<file path="config.mk">
export PLATFORM = sky130hd
export DESIGN_NAME = calc1_port_driver
export DESIGN_NICKNAME = d
export VERILOG_FILES = /design/src/rtl/calc1_pkg.sv /design/src/rtl/calc1_timeout_ctr.sv /design/src/rtl/calc1_port_driver.sv
export SDC_FILE = /design/constraint.sdc
export NUM_CORES = 1
export LEC_CHECK = 0
export CAP_MARGIN = 20
export CORE_AREA = 5 5 102 104
export DETAILED_ROUTE_END_ITERATION = 12
export DIE_AREA = 0 0 107 109
export GPL_ROUTABILITY_DRIVEN = 0
export PLACE_DENSITY = 0.83
export SLEW_MARGIN = 20
export SYNTH_ARGS = -nofsm -noshare
export SYNTH_HDL_FRONTEND = slang
export SYNTH_SLANG_ARGS = --single-unit
</file>
<file path="constraint.sdc">
create_clock -name c_clk -period 11.1 [get_ports c_clk]
set_input_delay 2.22 -clock c_clk [delete_from_list [all_inputs] [get_ports c_clk]]
set_output_delay 2.22 -clock c_clk [all_outputs]
set_load 0.01 [all_outputs]
</file>
<file path="src/rtl/calc1_pkg.sv">
// calc1 driver shared definitions: command/response codes, state encoding, widths.
package calc1_pkg;

  localparam int CMD_W  = 4;
  localparam int DATA_W = 32;
  localparam int RESP_W = 2;

  localparam logic [CMD_W-1:0] CMD_NOP = 4'd0;
  localparam logic [CMD_W-1:0] CMD_ADD = 4'd1;
  localparam logic [CMD_W-1:0] CMD_SUB = 4'd2;
  localparam logic [CMD_W-1:0] CMD_SHL = 4'd5;
  localparam logic [CMD_W-1:0] CMD_SHR = 4'd6;

  localparam logic [RESP_W-1:0] RESP_NONE   = 2'd0;
  localparam logic [RESP_W-1:0] RESP_OK     = 2'd1;
  localparam logic [RESP_W-1:0] RESP_ERR    = 2'd2;
  localparam logic [RESP_W-1:0] RESP_UNUSED = 2'd3;

  typedef enum logic [2:0] {
    ST_IDLE = 3'd0,
    ST_OP1  = 3'd1,
    ST_OP2  = 3'd2,
    ST_WAIT = 3'd3,
    ST_DONE = 3'd4
  } drv_state_e;

endpackage

</file>
<file path="src/rtl/calc1_timeout_ctr.sv">
// WAIT-cycle counter for the calc1 port driver. expire pulses on the enabled
// cycle that would bring the count to TIMEOUT_CYCLES.
import calc1_pkg::*;

module calc1_timeout_ctr #(
  parameter int TIMEOUT_CYCLES = 10
) (
  input  logic c_clk,
  input  logic reset,
  input  logic clear,
  input  logic enable,
  output logic expire
);

  logic [7:0] cnt;

  // Count enabled cycles; clear wins over enable.
  always_ff @(posedge c_clk or posedge reset) begin
    if (reset)       cnt <= 8'd0;
    else if (clear)  cnt <= 8'd0;
    else if (enable) cnt <= cnt + 8'd1;
  end

  assign expire = enable && !clear && (cnt == 8'(TIMEOUT_CYCLES - 1));

endmodule

</file>
<file path="src/rtl/calc1_port_driver.sv">
// Request driver for one calc1 port: accepts cmd+op1+op2, serialises onto the
// two-cycle calc1 request protocol, waits for a response and returns it.
// Build option: CALC1_DRV_TIMEOUT_EN enables the WAIT timeout counter; without
// it WAIT persists until a nonzero response and res_timeout stays 0.
import calc1_pkg::*;

module calc1_port_driver #(
  parameter int TIMEOUT_CYCLES = 10
) (
  input  logic              c_clk,
  input  logic              reset,
  input  logic              in_valid,
  output logic              in_ready,
  input  logic [CMD_W-1:0]  in_cmd,
  input  logic [DATA_W-1:0] in_op1,
  input  logic [DATA_W-1:0] in_op2,
  output logic [CMD_W-1:0]  req_cmd_out,
  output logic [DATA_W-1:0] req_data_out,
  input  logic [RESP_W-1:0] out_resp,
  input  logic [DATA_W-1:0] out_data,
  output logic              res_valid,
  input  logic              res_ready,
  output logic [RESP_W-1:0] res_resp,
  output logic [DATA_W-1:0] res_data,
  output logic              res_timeout
);

  drv_state_e        state_q, state_d;
  logic [DATA_W-1:0] op2_q, op2_d;
  logic [CMD_W-1:0]  req_cmd_d;
  logic [DATA_W-1:0] req_data_d;
  logic [RESP_W-1:0] res_resp_d;
  logic [DATA_W-1:0] res_data_d;
  logic              res_to_d;
  logic              timeout_hit;

`ifdef CALC1_DRV_TIMEOUT_EN
  logic to_clear, to_en;

  // Counter restarts in OP2 and advances on every response-less WAIT cycle.
  assign to_clear = (state_q == ST_OP2);
  assign to_en    = (state_q == ST_WAIT) && (out_resp == RESP_NONE);

  calc1_timeout_ctr #(.TIMEOUT_CYCLES(TIMEOUT_CYCLES)) u_timeout_ctr (
    .c_clk  (c_clk),
    .reset  (reset),
    .clear  (to_clear),
    .enable (to_en),
    .expire (timeout_hit)
  );
`else
  // TIMEOUT_CYCLES has no effect in this build.
  logic [7:0] unused_timeout_cfg;
  assign unused_timeout_cfg = 8'(TIMEOUT_CYCLES);
  assign timeout_hit        = 1'b0;
`endif

  // Next state plus next values of every registered output.
  always_comb begin
    state_d    = state_q;
    op2_d      = op2_q;
    req_cmd_d  = '0;
    req_data_d = '0;
    res_resp_d = res_resp;
    res_data_d = res_data;
    res_to_d   = res_timeout;
    case (state_q)
      ST_IDLE: begin
        if (in_valid && in_ready) begin
          op2_d = in_op2;
          if (in_cmd == CMD_NOP) begin
            // No-op never reaches calc1; answer locally with an error code.
            state_d    = ST_DONE;
            res_resp_d = RESP_ERR;
            res_data_d = '0;
            res_to_d   = 1'b0;
          end else begin
            state_d    = ST_OP1;
            req_cmd_d  = in_cmd;
            req_data_d = in_op1;
          end
        end
      end
      ST_OP1: begin
        state_d    = ST_OP2;
        req_data_d = op2_q;
      end
      ST_OP2: state_d = ST_WAIT;
      ST_WAIT: begin
        // A response on the expiry cycle takes priority over the timeout.
        if (out_resp != RESP_NONE) begin
          state_d    = ST_DONE;
          res_resp_d = out_resp;
          res_data_d = out_data;
          res_to_d   = 1'b0;
        end else if (timeout_hit) begin
          state_d    = ST_DONE;
          res_resp_d = RESP_NONE;
          res_data_d = '0;
          res_to_d   = 1'b1;
        end
      end
      ST_DONE: if (res_ready) state_d = ST_IDLE;
      default: state_d = ST_IDLE;
    endcase
  end

  // State and registered outputs; reset clears everything asynchronously.
  always_ff @(posedge c_clk or posedge reset) begin
    if (reset) begin
      state_q      <= ST_IDLE;
      op2_q        <= '0;
      in_ready     <= 1'b0;
      req_cmd_out  <= '0;
      req_data_out <= '0;
      res_valid    <= 1'b0;
      res_resp     <= '0;
      res_data     <= '0;
      res_timeout  <= 1'b0;
    end else begin
      state_q      <= state_d;
      op2_q        <= op2_d;
      in_ready     <= (state_d == ST_IDLE);
      req_cmd_out  <= req_cmd_d;
      req_data_out <= req_data_d;
      res_valid    <= (state_d == ST_DONE);
      res_resp     <= res_resp_d;
      res_data     <= res_data_d;
      res_timeout  <= res_to_d;
    end
  end

endmodule

</file>
* Word level (Yosys, flattened, before mapping)
Cells that the tools add are included. Widths: inputs -> output; s select.
Word-level totals: flip-flop bits (word level) 108, input bits 106, output and inout port bits 73, logic and storage cells 48
Operators by class: eq/ne operators 8, mux-type cells 23, reduce and logical (&&, ||, !) cells 8
Operator list (number):
- $mux 32 | 5
- $pmux 32 s2 | 2
- $pmux 3 s5 | 1
- $mux 3 | 4
- $mux 4 | 3
- $eq 3x2->1 const B | 2
- $eq 3x3->1 const B | 2
- $logic_not 3->1 | 2
- $mux 2 | 3
- $ne 2x2->1 const B | 3
- $logic_not 4->1 | 1
- $pmux 2 s2 | 1
- $reduce_and 4->1 | 1
- $reduce_bool 2->1 | 2
- $eq 3x1->1 const B | 1
- $mux 1 | 3
- $pmux 1 s2 | 1
- $reduce_and 2->1 | 1
- $logic_and 1x1->1 | 1

* Longest topological paths before layout
Gate-level depths: netlist of the first run.
word-level depth 5, depth in mapped cells 6, gate-level depth less buffers 3

* Least setup slack after synthesis of the first run
No wires, ideal clock.
path kind input to register, start input in_cmd[0], end register res_resp[0], setup time 0.129 ns, arrival 3.352 ns, slack 7.619 ns, stages 4, path through or4_4 nor3_4 buf_6 o22ai_1
Between the ends: cells in the longest elaborated chain, start to end 3
RTL lines:
- from (decl) | line calc1_port_driver.sv:14 | input logic [CMD_W-1:0] in_cmd,
- $logic_not 4->1 | line calc1_port_driver.sv:71 | if (in_cmd == CMD_NOP) begin
- $ne 2x2->1 (no source line)
- $reduce_and 4->1 (no source line)
- to (signal assigned) | line calc1_port_driver.sv:127 | res_resp <= res_resp_d;
- to (decl) | line calc1_port_driver.sv:23 | output logic [RESP_W-1:0] res_resp,
No other way between the ends. A chain may end at the register's enable or synchronous reset.

* Final worst setup path of the first run
start input out_resp[1], end register res_valid
Between the ends: cells in the longest elaborated chain, start to end 4
RTL lines:
- from (decl) | line calc1_port_driver.sv:19 | input logic [RESP_W-1:0] out_resp,
- $reduce_bool 2->1 | line calc1_port_driver.sv:91 | if (out_resp != RESP_NONE) begin
- $mux 3 | line calc1_port_driver.sv:91
- $pmux 3 s5 | line calc1_port_driver.sv:67 | case (state_q)
- $eq 3x3->1 | line calc1_port_driver.sv:126 | res_valid <= (state_d == ST_DONE);
- to (signal assigned) | line calc1_port_driver.sv:126
- to (decl) | line calc1_port_driver.sv:21 | output logic res_valid,
No other way between the ends.

==> impl_results.html, run 1 <==
<table>
<tr><th>Metric</th><th>Value</th></tr>
<tr><th colspan="2">Run status</th></tr>
<tr><td>Outcome</td><td>finished clean</td></tr>
<tr><th colspan="2">Setup path</th></tr>
<tr><td>Arr. time, crit path</td><td>4.14 ns</td></tr>
<tr><td>RR Endpoint</td><td>res_data[18]</td></tr>
<tr><td>Required time at the endpoint of the critical path</td><td>11.36 ns</td></tr>
<tr><td>Beginning of the worst register-to-register path</td><td>state_q[0]</td></tr>
<tr><td>CP max FO</td><td>34</td></tr>
<tr><td>Category of the worst setup path launch point</td><td>primary input</td></tr>
<tr><td>R2R Setup Slk</td><td>8.71 ns</td></tr>
<tr><td>Depth of the most critical reg-to-reg path</td><td>4</td></tr>
<tr><td>Kind of end point of the critical path</td><td>register</td></tr>
<tr><td>CP startpoint</td><td>out_resp[1]</td></tr>
<tr><td>Class of the most critical setup path</td><td>primary input to register</td></tr>
<tr><th colspan="2">Power and ir drop</th></tr>
<tr><td>Sequential cell fraction of total power</td><td>43.5%</td></tr>
<tr><td>Leakage component of the power</td><td>2.55 nW</td></tr>
<tr><td>Sum of internal, switching and leakage power</td><td>1.49 mW</td></tr>
<tr><td>PD cells</td><td>240 mW/mm²</td></tr>
<tr><td>Combinational Power Share</td><td>42.0%</td></tr>
<tr><td>Part of the total power dissipated in the clock network</td><td>14.4%</td></tr>
<tr><td>Cell-internal power</td><td>0.995 mW</td></tr>
<tr><td>Peak supply drop</td><td>0.000105 V</td></tr>
<tr><td>Sw power</td><td>0.491 mW</td></tr>
<tr><td>Net Sw Frac</td><td>33.0%</td></tr>
<tr><th colspan="2">Logic synthesis</th></tr>
<tr><td>Dominant combinational cell family by area after synthesis</td><td>compound AO/OA/AOI/OAI gates</td></tr>
<tr><td>Synth Area in Compound Gates</td><td>19.6%</td></tr>
<tr><td>Gate count after technology mapping</td><td>295</td></tr>
<tr><td>EDFF count, synth</td><td>0</td></tr>
<tr><td>Synth Area per Inst</td><td>14.3 µm²</td></tr>
<tr><td>Syn_nets</td><td>401</td></tr>
<tr><td>Post-synthesis mux area share</td><td>8.55%</td></tr>
<tr><td>Number of synthesized register bits</td><td>107</td></tr>
<tr><td>Most instantiated flip-flop cell in the synthesis netlist</td><td>dfrtp_1</td></tr>
<tr><td>Distinct cells, synth</td><td>34</td></tr>
<tr><td>Area share of xor/xnor cells in the synthesized design</td><td>0%</td></tr>
<tr><td>Synth Area in Adders</td><td>0%</td></tr>
<tr><td>Area of the mapped netlist</td><td>0.00422 mm²</td></tr>
<tr><td>Proportion of synthesized flip-flops having asynchronous set or reset</td><td>100%</td></tr>
<tr><td>Fraction of the yosys area taken by sequential cells</td><td>63.5%</td></tr>
<tr><td>Yosys warning total</td><td>0</td></tr>
<tr><td>Share of synthesized cell area in and, or, nand and nor gates</td><td>3.98%</td></tr>
<tr><th colspan="2">Floorplan</th></tr>
<tr><td>Die height</td><td>109 µm</td></tr>
<tr><td>Overall die area</td><td>0.0117 mm²</td></tr>
<tr><td>Number of top-level design ports</td><td>179</td></tr>
<tr><td>Floorplan core area</td><td>0.00946 mm²</td></tr>
<tr><td>Die outline width</td><td>107 µm</td></tr>
<tr><td>Row count</td><td>36</td></tr>
<tr><td>Effective utilization at floorplan</td><td>44.6%</td></tr>
<tr><th colspan="2">Placement</th></tr>
<tr><td>Total instance count after detailed placement</td><td>565</td></tr>
<tr><td>Detailed Place HPWL</td><td>8.04 mm</td></tr>
<tr><td>Count of input and output buffers</td><td>177</td></tr>
<tr><th colspan="2">CTS</th></tr>
<tr><td>Number of CTS-inserted buffers</td><td>9</td></tr>
<tr><td>Resize count post-CTS</td><td>0</td></tr>
<tr><td>Clock latency reported for the late side of the worst-skew pair</td><td>0.36 ns</td></tr>
<tr><td>TritonCTS clock tree</td><td>yes</td></tr>
<tr><td>Number of sinks driven by the clock tree</td><td>107</td></tr>
<tr><td>H-tree levels</td><td>3</td></tr>
<tr><td>Buffer type at the clock tree root</td><td>clkbuf_8</td></tr>
<tr><td>Maximum buffer depth of the clock tree</td><td>2</td></tr>
<tr><td>Hold-fix buffer count after cts</td><td>0</td></tr>
<tr><td>Post-CTS setup buffer count</td><td>0</td></tr>
<tr><td>Clock transition at the registers of the reported paths</td><td>0.10 ns</td></tr>
<tr><th colspan="2">Global routing</th></tr>
<tr><td>GRT Total Usage</td><td>19.5%</td></tr>
<tr><td>Largest net degree at the start of global routing</td><td>83</td></tr>
<tr><td>Total gr overflow</td><td>0</td></tr>
<tr><td>First-pass GRT wire length</td><td>17.8 mm</td></tr>
<tr><td>Antenna violations before repair</td><td>0</td></tr>
<tr><td>Number of global-route vias before repair</td><td>3504</td></tr>
<tr><th colspan="2">Routing</th></tr>
<tr><td>ANT nets after route</td><td>0</td></tr>
<tr><td>Detailed Route WL</td><td>11.2 mm</td></tr>
<tr><td>Number of iterations in the first detailed-routing pass</td><td>4</td></tr>
<tr><td>1st-iter DRT viols</td><td>146</td></tr>
<tr><td>Routed wire length per instance</td><td>19.2 µm</td></tr>
<tr><td>Number of design rule violations left after detail routing</td><td>0</td></tr>
<tr><td>Routed via count</td><td>3156</td></tr>
<tr><td>Per-cell via count in the routed design</td><td>5.42</td></tr>
<tr><th colspan="2">Worst hold path</th></tr>
<tr><td>Worst Hold Path Cells</td><td>1</td></tr>
<tr><td>WHS Endpoint</td><td>req_data_out[5]</td></tr>
<tr><td>Worst min-delay path startpoint</td><td>op2_q[5]</td></tr>
<tr><td>Class of the tightest hold or removal check</td><td>register to register</td></tr>
<tr><th colspan="2">Timing</th></tr>
<tr><td>Setup repair after global routing missed its margin</td><td>no</td></tr>
<tr><td>Worst clock skew</td><td>0.0103 ns</td></tr>
<tr><td>Slew margin rel.</td><td>30.2%</td></tr>
<tr><td>Fmax achieved</td><td>257 MHz</td></tr>
<tr><td>Max Transition Viols Final</td><td>0</td></tr>
<tr><td>Time the final worst path needs with I/O delays and setup</td><td>3.89 ns</td></tr>
<tr><td>Hold Fails Final Rpt</td><td>0</td></tr>
<tr><td>Final setup violating endpoints</td><td>0</td></tr>
<tr><td>Final period util</td><td>35.0%</td></tr>
<tr><td>Fin Setup TNS</td><td>0 ns</td></tr>
<tr><td>Slew of the pin with the lowest slew margin</td><td>1.04 ns</td></tr>
<tr><th colspan="2">Finish</th></tr>
<tr><td>Area of combinational cells with multiple inputs</td><td>0.00137 mm²</td></tr>
<tr><td>Post-Layout Cell Count</td><td>582</td></tr>
<tr><td>Commonest non-fill, non-tap cell in the layout</td><td>clkdlybuf4s50_1</td></tr>
<tr><td>Ant. Diodes</td><td>0</td></tr>
<tr><td>Layout cell share with drive strength beyond 1</td><td>12.6%</td></tr>
<tr><td>Leading cell types in the layout, fill and taps excluded</td><td>clkdlybuf4s50_1 (177), dfrtp_1 (107), o21ai_0 (33), o2bb2ai_1 (29), mux2_2 (27)</td></tr>
<tr><td>Fillers</td><td>720</td></tr>
<tr><td>Area added between synthesis and finish</td><td>46.8%</td></tr>
<tr><td>Net count, final</td><td>569</td></tr>
<tr><td>Area used by sequential logic in the layout</td><td>0.00268 mm²</td></tr>
<tr><th colspan="2">Run</th></tr>
<tr><td>Number of maximum-capacitance constraint violations</td><td>0</td></tr>
</table>
## synth_stat cells (all sizes together), types with 2 or more instances
| cell | number | area share [%] |
|---|---|---|
| dfrtp | 107 | 64 |
| o21ai | 33 | 3.9 |
| mux2 | 32 | 8.5 |
| o2bb2ai | 32 | 7.1 |
| a22o | 19 | 3.9 |
| buf | 17 | 3.3 |
| a32o | 13 | 3.1 |
| clkbuf | 8 | 0.71 |
| nor2 | 6 | 0.92 |
| and2 | 5 | 0.77 |
| inv | 3 | 0.27 |
| nand2b | 2 | 0.30 |
| nand3b | 2 | 0.36 |
| nor2b | 2 | 0.30 |
| o31a | 2 | 0.47 |
## how the worst max path moves through the flow
stage / end / slack (ns) / cells past startpoint
after floorplan: in_ready / 6.06 / 1
after global placement: res_valid / 6.57 / 5
after detailed placement: res_valid / 6.49 / 5
after CTS: res_valid / 6.87 / 5
after global routing: res_valid / 7.11 / 5
final: res_valid / 7.21 / 5
## kinds of logic after synthesis
kind of cell,after synthesis
DFF,107
and+or+nand+nor,22
AOI/OAI and AO/OA,105
other,1
muxes,32
buffers and inverters,28
## state kept, by name, indices dropped and copies added, names as in the netlist
register and flops:
op2_q 32, req_data_out 32, res_data 32, req_cmd_out 4, state_q 3, res_resp 2, in_ready 1, res_valid 1
## worst max-delay path, cell delays in order
cell,delay (ns)
clkdlybuf4s50_1,0.48
nor2_4,0.56
nor2_2,0.22
buf_4,0.29
o31a_2,0.35
## per-stage QoR
step / setup WS, ns / instance area, µm² / hold slack, ns / utilization [%]
2_1_floorplan: 6.06 / 4220 / 0.459 / -
3_3_place_gp: 6.57 / 6000 / 0.468 / 63.4
3_5_place_dp: 6.49 / 6000 / 0.476 / 63.4
4_1_cts: 6.87 / 6170 / 0.488 / 65.2
5_1_grt: 7.11 / 6190 / 0.509 / 65.4
6_report: 7.21 / 6190 / 0.484 / 65.4
## final cells by class
class	instances	share of cell area, %
sequential	107	43.3
timing repair buffer	182	29.4
multi-input combinational	160	22.1
tap	114	2.30
clock buffer	11	2.12
clock inverter	5	0.627
inverter	3	0.222
## power by group through the flow
stage	sequential, mW	combinational, mW	clock (mW)
CTS	0.648	0.629	0.220
detailed placement	0.656	0.627	0
finish	0.646	0.625	0.215
global route	0.668	0.674	0.237
global placement	0.648	0.603	0
floorplan	0.681	0.282	0
## layer usage
layer  global-route usage, %  vias to the layer above  routed length [µm]
li1                        -                     1429                   -
met1                    22.3                     1577                4140
met2                    34.3                      121                5930
met3                    5.27                       29                 755
met4                    9.04                        0                 352
met5                       0                        -                   0
No activity file was read; power rests on OpenSTA's default activity.
==> run 2: changes to the inputs <==
--- a/config.mk
+++ b/config.mk
@@ -6,11 +6,11 @@
 export NUM_CORES = 1
 export LEC_CHECK = 0
 export CAP_MARGIN = 20
-export CORE_AREA = 5 5 102 104
+export CORE_AREA = 5 5 112 114
 export DETAILED_ROUTE_END_ITERATION = 12
-export DIE_AREA = 0 0 107 109
+export DIE_AREA = 0 0 117 119
 export GPL_ROUTABILITY_DRIVEN = 0
-export PLACE_DENSITY = 0.83
+export PLACE_DENSITY = 0.72
 export SLEW_MARGIN = 20
 export SYNTH_ARGS = -nofsm -noshare
 export SYNTH_HDL_FRONTEND = slang
==> constraint.sdc (replaced) <==
create_clock -name c_clk -period 3.2 [get_ports c_clk]
set_input_delay 0.64 -clock c_clk [delete_from_list [all_inputs] [get_ports c_clk]]
set_output_delay 0.64 -clock c_clk [all_outputs]
set_load 0.01 [all_outputs]
==> run 2 against run 1 <==
Against the previous run:
- sequential share of layout area down 1.5 points
- core utilization down 8.7 points
- setup slack worse by 6.2 ns
- wire length down 1.9%
==> impl_results.html, run 2 (synthesis results as in run 1) <==
<table>
<tr><th>Metric</th><th>Value</th></tr>
<tr><th colspan="2">Finish</th></tr>
<tr><td>Fillers</td><td>956</td></tr>
<tr><td>Layout cell share with drive strength beyond 1</td><td>13.6%</td></tr>
<tr><td>Leading cell types in the layout, fill and taps excluded</td><td>clkdlybuf4s50_1 (177), dfrtp_1 (107), o21ai_0 (33), o2bb2ai_1 (29), mux2_2 (27)</td></tr>
<tr><td>Registers with the most flip-flops</td><td>op2_q: 32 flops, req_data_out: 32 flops, res_data: 32 flops</td></tr>
<tr><td>Net count, final</td><td>572</td></tr>
<tr><td>Area added between synthesis and finish</td><td>52.2%</td></tr>
<tr><td>Area used by sequential logic in the layout</td><td>0.00268 mm²</td></tr>
<tr><td>Area of combinational cells with multiple inputs</td><td>0.00136 mm²</td></tr>
<tr><td>Ant. Diodes</td><td>0</td></tr>
<tr><td>Post-Layout Cell Count</td><td>614</td></tr>
<tr><td>Commonest non-fill, non-tap cell in the layout</td><td>clkdlybuf4s50_1</td></tr>
<tr><th colspan="2">Floorplan</th></tr>
<tr><td>Floorplan core area</td><td>0.0113 mm²</td></tr>
<tr><td>Die height</td><td>119 µm</td></tr>
<tr><td>Number of top-level design ports</td><td>179</td></tr>
<tr><td>Row count</td><td>39</td></tr>
<tr><td>Overall die area</td><td>0.0139 mm²</td></tr>
<tr><td>Die outline width</td><td>117 µm</td></tr>
<tr><td>Effective utilization at floorplan</td><td>37.2%</td></tr>
<tr><th colspan="2">Setup path</th></tr>
<tr><td>RR Endpoint</td><td>op2_q[24]</td></tr>
<tr><td>Required time at the endpoint of the critical path</td><td>3.42 ns</td></tr>
<tr><td>Cell breakdown of the critical path</td><td>clkdlybuf4s50_1 &gt; nand3b_1 &gt; nor2_8 &gt; mux2_2</td></tr>
<tr><td>CP startpoint</td><td>in_valid</td></tr>
<tr><td>Category of the worst setup path launch point</td><td>primary input</td></tr>
<tr><td>Critical Path End</td><td>op2_q[24]</td></tr>
<tr><td>R2R Setup Slk</td><td>1.19 ns</td></tr>
<tr><td>CP max FO</td><td>37</td></tr>
<tr><td>Depth of the most critical reg-to-reg path</td><td>3</td></tr>
<tr><td>Class of the most critical setup path</td><td>primary input to register</td></tr>
<tr><td>Beginning of the worst register-to-register path</td><td>state_q[1]</td></tr>
<tr><td>Slowest cell delay on critical path</td><td>0.58 ns</td></tr>
<tr><td>Kind of end point of the critical path</td><td>register</td></tr>
<tr><td>Slowest cell on the critical path</td><td>nor2_8</td></tr>
<tr><td>Arr. time, crit path</td><td>2.43 ns</td></tr>
<tr><th colspan="2">Placement</th></tr>
<tr><td>Detailed Place HPWL</td><td>7.67 mm</td></tr>
<tr><td>Dpl ws</td><td>0.607 ns</td></tr>
<tr><td>Total instance count after detailed placement</td><td>598</td></tr>
<tr><td>Count of input and output buffers</td><td>177</td></tr>
<tr><th colspan="2">CTS</th></tr>
<tr><td>Hold-fix buffer count after cts</td><td>0</td></tr>
<tr><td>TritonCTS clock tree</td><td>yes</td></tr>
<tr><td>Number of CTS-inserted buffers</td><td>9</td></tr>
<tr><td>H-tree levels</td><td>3</td></tr>
<tr><td>Clock latency reported for the late side of the worst-skew pair</td><td>0.33 ns</td></tr>
<tr><td>Resize count post-CTS</td><td>0</td></tr>
<tr><td>Clock transition at the registers of the reported paths</td><td>0.07 ns</td></tr>
<tr><td>Post-CTS setup buffer count</td><td>0</td></tr>
<tr><td>Buffer type at the clock tree root</td><td>clkbuf_16</td></tr>
<tr><td>Maximum buffer depth of the clock tree</td><td>2</td></tr>
<tr><td>Number of sinks driven by the clock tree</td><td>107</td></tr>
<tr><th colspan="2">Run status</th></tr>
<tr><td>Outcome</td><td>finished clean</td></tr>
<tr><th colspan="2">Power and ir drop</th></tr>
<tr><td>Leakage component of the power</td><td>2.66 nW</td></tr>
<tr><td>Combinational Power Share</td><td>39.5%</td></tr>
<tr><td>Sum of internal, switching and leakage power</td><td>5.60 mW</td></tr>
<tr><td>Part of the total power dissipated in the clock network</td><td>21.2%</td></tr>
<tr><td>PD cells</td><td>873 mW/mm²</td></tr>
<tr><td>Peak supply drop</td><td>0.000374 V</td></tr>
<tr><td>Sequential cell fraction of total power</td><td>39.3%</td></tr>
<tr><td>Cell-internal power</td><td>3.90 mW</td></tr>
<tr><td>Net Sw Frac</td><td>30.3%</td></tr>
<tr><td>Sw power</td><td>1.70 mW</td></tr>
<tr><th colspan="2">Timing</th></tr>
<tr><td>Final-layout worst hold slack</td><td>0.488 ns</td></tr>
<tr><td>Final period util</td><td>69.0%</td></tr>
<tr><td>Worst-case setup margin in the final layout</td><td>0.992 ns</td></tr>
<tr><td>Max Transition Viols Final</td><td>0</td></tr>
<tr><td>Fmax achieved</td><td>453 MHz</td></tr>
<tr><td>Slew margin rel.</td><td>48.7%</td></tr>
<tr><td>Fin Setup TNS</td><td>0 ns</td></tr>
<tr><td>Final setup violating endpoints</td><td>0</td></tr>
<tr><td>Setup repair after global routing missed its margin</td><td>no</td></tr>
<tr><td>Hold Fails Final Rpt</td><td>0</td></tr>
<tr><td>Worst clock skew</td><td>0.00460 ns</td></tr>
<tr><td>Time the final worst path needs with I/O delays and setup</td><td>2.21 ns</td></tr>
<tr><td>Slew of the pin with the lowest slew margin</td><td>0.770 ns</td></tr>
<tr><th colspan="2">Routing</th></tr>
<tr><td>Routed wire length per instance</td><td>17.9 µm</td></tr>
<tr><td>1st-iter DRT viols</td><td>207</td></tr>
<tr><td>Routed via count</td><td>3148</td></tr>
<tr><td>Per-cell via count in the routed design</td><td>5.13</td></tr>
<tr><td>Number of iterations in the first detailed-routing pass</td><td>6</td></tr>
<tr><td>ANT nets after route</td><td>0</td></tr>
<tr><td>Detailed Route WL</td><td>11.0 mm</td></tr>
<tr><td>Number of design rule violations left after detail routing</td><td>0</td></tr>
<tr><th colspan="2">Run</th></tr>
<tr><td>Number of maximum-capacitance constraint violations</td><td>0</td></tr>
<tr><th colspan="2">Global routing</th></tr>
<tr><td>GRT Total Usage</td><td>15.8%</td></tr>
<tr><td>Largest net degree at the start of global routing</td><td>108</td></tr>
<tr><td>Total gr overflow</td><td>0</td></tr>
<tr><td>First-pass GRT wire length</td><td>17.3 mm</td></tr>
<tr><td>Antenna violations before repair</td><td>0</td></tr>
<tr><td>Number of global-route vias before repair</td><td>3299</td></tr>
<tr><th colspan="2">Worst hold path</th></tr>
<tr><td>Class of the tightest hold or removal check</td><td>register to register</td></tr>
</table>
## run 2: changes by cell type in the layout (fill, tap and decap cells not counted), sizes merged
cell | previous run | this run
inv | 4 | 3
buf | 5 | 8
clkinv | 0 | 3
bufinv | 0 | 2
clkinvlp | 4 | 1
clkbuf | 11 | 10
## run 2: worst min path at each step
stage	cells after the start	start	to	slack, ns
6_report	1	op2_q[20]	op2_q[20]	0.49
5_1_grt	1	op2_q[30]	req_data_out[30]	0.50
4_1_cts	1	op2_q[30]	req_data_out[30]	0.49
3_5_place_dp	1	op2_q[20]	req_data_out[20]	0.47
3_3_place_gp	1	op2_q[8]	op2_q[8]	0.47
2_1_floorplan	1	op2_q[6]	op2_q[6]	0.46
## run 2: power by group through the flow
stage / sequential [mW] / combinational (mW) / clock, mW
after CTS: 2.21 / 2.25 / 1.23
after floorplan: 2.36 / 0.978 / 0
after detailed placement: 2.23 / 2.25 / 0
final: 2.20 / 2.21 / 1.19
after global routing: 2.28 / 2.40 / 1.28
after global placement: 2.21 / 2.19 / 0
## run 2: final cells by class
| type | count | share of cell area (%) |
|---|---|---|
| Inverter | 3 | 0.234 |
| Tap cell | 143 | 2.79 |
| Clock inverter | 6 | 1.36 |
| Timing Repair Buffer | 185 | 28.9 |
| Clock buffer | 10 | 3.72 |
| Multi-Input combinational cell | 160 | 21.2 |
| Sequential cell | 107 | 41.7 |
## run 2: worst max-delay path, delay by kind of cell
family                 cells  cell delay [ns]
AND/OR/NAND/NOR            2             0.88
buffers and inverters      1             0.47
multiplexers               1             0.40
## run 2: metrics by stage
step | utilization, % | cell area (µm²)
after floorplan | - | 4220
after global placement | 53.8 | 6090
after detailed placement | 53.8 | 6090
after CTS | 56.7 | 6420
after global routing | 56.7 | 6420
final | 56.7 | 6420
## run 2: per-layer routing
layer / wire (µm) / up-vias / track usage (%)
met3: 1090 / 16 / 5.43
met2: 5340 / 128 / 25.2
met5: 0 / - / 0
met4: 205 / 0 / 5.73
li1: - / 1441 / -
met1: 4330 / 1563 / 19.9
==> run 3: changes to the inputs <==
--- a/config.mk
+++ b/config.mk
@@ -6,11 +6,11 @@
 export NUM_CORES = 1
 export LEC_CHECK = 0
 export CAP_MARGIN = 20
-export CORE_AREA = 5 5 112 114
+export CORE_AREA = 5 5 107 109
 export DETAILED_ROUTE_END_ITERATION = 12
-export DIE_AREA = 0 0 117 119
+export DIE_AREA = 0 0 112 114
 export GPL_ROUTABILITY_DRIVEN = 0
-export PLACE_DENSITY = 0.72
+export PLACE_DENSITY = 0.76
 export SLEW_MARGIN = 20
 export SYNTH_ARGS = -nofsm -noshare
 export SYNTH_HDL_FRONTEND = slang
==> constraint.sdc (replaced) <==
create_clock -name c_clk -period 2.2 [get_ports c_clk]
set_input_delay 0.44 -clock c_clk [delete_from_list [all_inputs] [get_ports c_clk]]
set_output_delay 0.44 -clock c_clk [all_outputs]
set_load 0.01 [all_outputs]
==> run 3 against run 2 <==
Against the previous run:
- first-iteration DRC count shrank 14%
- global-route usage grew 1.3 points
- sequential share of layout area grew 0.25 points
- register-to-register slack lost 0.82 ns
- sequential power grew 46%
- clock-buffer cell count shrank 1
- non-clock buffer count grew 6
- design area shrank 0.60%
- via count shrank 0.41%
- combinational power grew 48%
- setup slack lost 0.62 ns
- largest cell class unchanged
==> impl_results.html, run 3 (synthesis results as in run 1) <==
<table>
<tr><th>Metric</th><th>Value</th></tr>
<tr><th colspan="2">Floorplan</th></tr>
<tr><td>Die outline width</td><td>112 µm</td></tr>
<tr><td>Effective utilization at floorplan</td><td>40.1%</td></tr>
<tr><td>Die height</td><td>114 µm</td></tr>
<tr><td>Overall die area</td><td>0.0128 mm²</td></tr>
<tr><td>Row count</td><td>38</td></tr>
<tr><td>Floorplan core area</td><td>0.0105 mm²</td></tr>
<tr><td>Number of top-level design ports</td><td>179</td></tr>
<tr><th colspan="2">Setup path</th></tr>
<tr><td>Number of buffer and inverter stages on the critical path</td><td>1</td></tr>
<tr><td>Slowest cell delay on critical path</td><td>0.45 ns</td></tr>
<tr><td>Category of the worst setup path launch point</td><td>register</td></tr>
<tr><td>Cell breakdown of the critical path</td><td>or2_0 &gt; nor2_8 &gt; buf_4 &gt; mux2_2</td></tr>
<tr><td>CP max FO</td><td>12</td></tr>
<tr><td>Arr. time, crit path</td><td>2.08 ns</td></tr>
<tr><td>Required time at the endpoint of the critical path</td><td>2.45 ns</td></tr>
<tr><td>Slowest cell on the critical path</td><td>or2_0</td></tr>
<tr><td>Class of the most critical setup path</td><td>register to register</td></tr>
<tr><td>Kind of end point of the critical path</td><td>register</td></tr>
<tr><td>Largest delay share family, worst path</td><td>simple AND/OR/NAND/NOR gates</td></tr>
<tr><th colspan="2">Finish</th></tr>
<tr><td>Layout cell share with drive strength beyond 1</td><td>14.7%</td></tr>
<tr><td>Ant. Diodes</td><td>0</td></tr>
<tr><td>Net count, final</td><td>578</td></tr>
<tr><td>Registers with the most flip-flops</td><td>op2_q: 32 flops, req_data_out: 32 flops, res_data: 32 flops</td></tr>
<tr><td>Utilization after layout</td><td>60.7%</td></tr>
<tr><td>Leading cell types in the layout, fill and taps excluded</td><td>clkdlybuf4s50_1 (177), dfrtp_1 (107), o21ai_0 (33), o2bb2ai_1 (29), mux2_2 (27)</td></tr>
<tr><td>Area added between synthesis and finish</td><td>51.3%</td></tr>
<tr><td>Post-Layout Cell Count</td><td>617</td></tr>
<tr><td>Commonest non-fill, non-tap cell in the layout</td><td>clkdlybuf4s50_1</td></tr>
<tr><th colspan="2">Power and ir drop</th></tr>
<tr><td>Leakage component of the power</td><td>2.64 nW</td></tr>
<tr><td>Combinational Power Share</td><td>43.0%</td></tr>
<tr><td>Cell-internal power</td><td>5.13 mW</td></tr>
<tr><td>Peak supply drop</td><td>0.000518 V</td></tr>
<tr><td>Part of the total power dissipated in the clock network</td><td>15.0%</td></tr>
<tr><td>PD cells</td><td>1200 mW/mm²</td></tr>
<tr><td>Sequential cell fraction of total power</td><td>42.0%</td></tr>
<tr><td>Sw power</td><td>2.51 mW</td></tr>
<tr><td>Net Sw Frac</td><td>32.8%</td></tr>
<tr><th colspan="2">Routing</th></tr>
<tr><td>Per-cell via count in the routed design</td><td>5.08</td></tr>
<tr><td>Met2 wirelength from detailed routing</td><td>5.44 mm</td></tr>
<tr><td>Routed length on met3</td><td>829 µm</td></tr>
<tr><td>Routed metal-1 wire length</td><td>4.41 mm</td></tr>
<tr><td>Number of iterations in the first detailed-routing pass</td><td>4</td></tr>
<tr><td>Routed via count</td><td>3135</td></tr>
<tr><td>1st-iter DRT viols</td><td>179</td></tr>
<tr><td>Top layer reached by signal wires</td><td>met4</td></tr>
<tr><td>Number of design rule violations left after detail routing</td><td>0</td></tr>
<tr><td>ANT nets after route</td><td>0</td></tr>
<tr><td>Routed wire length per instance</td><td>17.6 µm</td></tr>
<tr><td>Detailed Route WL</td><td>10.9 mm</td></tr>
<tr><th colspan="2">Timing</th></tr>
<tr><td>Hold Fails Final Rpt</td><td>0</td></tr>
<tr><td>Max Transition Viols Final</td><td>0</td></tr>
<tr><td>Time the final worst path needs with I/O delays and setup</td><td>1.83 ns</td></tr>
<tr><td>Worst clock skew</td><td>0.0159 ns</td></tr>
<tr><td>Setup repair after global routing missed its margin</td><td>no</td></tr>
<tr><td>Slew of the pin with the lowest slew margin</td><td>0.733 ns</td></tr>
<tr><td>Final period util</td><td>83.3%</td></tr>
<tr><td>Slew margin rel.</td><td>51.1%</td></tr>
<tr><td>Fmax achieved</td><td>546 MHz</td></tr>
<tr><td>Final setup violating endpoints</td><td>0</td></tr>
<tr><td>Final-layout worst hold slack</td><td>0.489 ns</td></tr>
<tr><th colspan="2">CTS</th></tr>
<tr><td>TritonCTS clock tree</td><td>yes</td></tr>
<tr><td>Number of sinks driven by the clock tree</td><td>107</td></tr>
<tr><td>Post-CTS setup buffer count</td><td>0</td></tr>
<tr><td>H-tree levels</td><td>3</td></tr>
<tr><td>Number of CTS-inserted buffers</td><td>9</td></tr>
<tr><td>Clock latency reported for the late side of the worst-skew pair</td><td>0.36 ns</td></tr>
<tr><td>Maximum buffer depth of the clock tree</td><td>2</td></tr>
<tr><td>Clock transition at the registers of the reported paths</td><td>0.11 ns</td></tr>
<tr><td>Resize count post-CTS</td><td>0</td></tr>
<tr><td>Hold-fix buffer count after cts</td><td>0</td></tr>
<tr><td>Buffer type at the clock tree root</td><td>clkbuf_8</td></tr>
<tr><th colspan="2">Global routing</th></tr>
<tr><td>Total gr overflow</td><td>0</td></tr>
<tr><td>Antenna violations before repair</td><td>0</td></tr>
<tr><td>First-pass GRT wire length</td><td>17.6 mm</td></tr>
<tr><td>Number of global-route vias before repair</td><td>3453</td></tr>
<tr><td>Largest net degree at the start of global routing</td><td>108</td></tr>
<tr><td>GRT Total Usage</td><td>17.2%</td></tr>
<tr><th colspan="2">Placement</th></tr>
<tr><td>Count of input and output buffers</td><td>177</td></tr>
<tr><td>Total instance count after detailed placement</td><td>601</td></tr>
<tr><td>Detailed Place HPWL</td><td>7.94 mm</td></tr>
<tr><th colspan="2">Run</th></tr>
<tr><td>Number of maximum-capacitance constraint violations</td><td>0</td></tr>
<tr><th colspan="2">Worst hold path</th></tr>
<tr><td>Class of the tightest hold or removal check</td><td>register to register</td></tr>
<tr><th colspan="2">Run status</th></tr>
<tr><td>Outcome</td><td>finished clean</td></tr>
</table>
## run 3: cell types whose count changed in the layout (fill, tap and decap cells not counted)
cell       before  now
clkbuf_16       9    0
clkbuf_8        1    9
buf_12          2    6
buf_4           6    8
bufinv_16       2    0
clkinv_8        0    2
clkinv_2        2    1
clkinv_4        1    2
inv_6           1    2
## run 3: final timing paths
check	slack (ns)	to	cells past startpoint	startpoint
max	0.37	op2_q[1]	4	state_q[1]
min	0.49	req_data_out[10]	1	op2_q[10]
max reg2reg	0.37	op2_q[1]	4	state_q[1]
min reg2reg	0.49	req_data_out[10]	1	op2_q[10]
max in group asynchronous	1.15	req_data_out[21]	3	reset
min in group asynchronous	0.53	res_data[22]	3	reset
## run 3: through the flow
stage	setup TNS, ns	worst slack (ns)	cell area [µm²]	total power [mW]
6_report	0	0.368	6380	7.63
5_1_grt	0	0.265	6380	8.13
4_1_cts	0	0.344	6380	7.75
3_5_place_dp	-0.00722	-0.00492	6180	6.57
3_3_place_gp	0	0.0141	6180	6.44
2_1_floorplan	0	0.472	4220	4.86
## run 3: power by group through the flow
stage          sequential, mW  clock, mW  combinational (mW)
4_1_cts                  3.21       1.21                3.33
5_1_grt                  3.31       1.29                3.54
3_5_place_dp             3.25          0                3.32
3_3_place_gp             3.22          0                3.22
2_1_floorplan            3.44          0                1.42
6_report                 3.21       1.15                3.28
## run 3: final cells by class
type / count / area [µm²]
Fill cell: 849 / 4130
Sequential cell: 107 / 2680
Timing Repair Buffer: 191 / 1950
Multi-Input combinational cell: 160 / 1360
Tap cell: 140 / 175
Clock buffer: 9 / 124
Clock inverter: 7 / 72.6
Inverter: 3 / 15.0
## run 3: layer usage
metal,GRT usage [%],vias up
met5,0,-
met4,6.01,0
met3,5.46,15
met2,29.0,116
met1,20.9,1549
li1,-,1455
## run 3: worst register-to-register path, cell delays in order, from the launching register on
cell and delay [ns]:
dfrtp_1 0.44, or2_0 0.45, nor2_8 0.25, buf_4 0.23, mux2_2 0.35
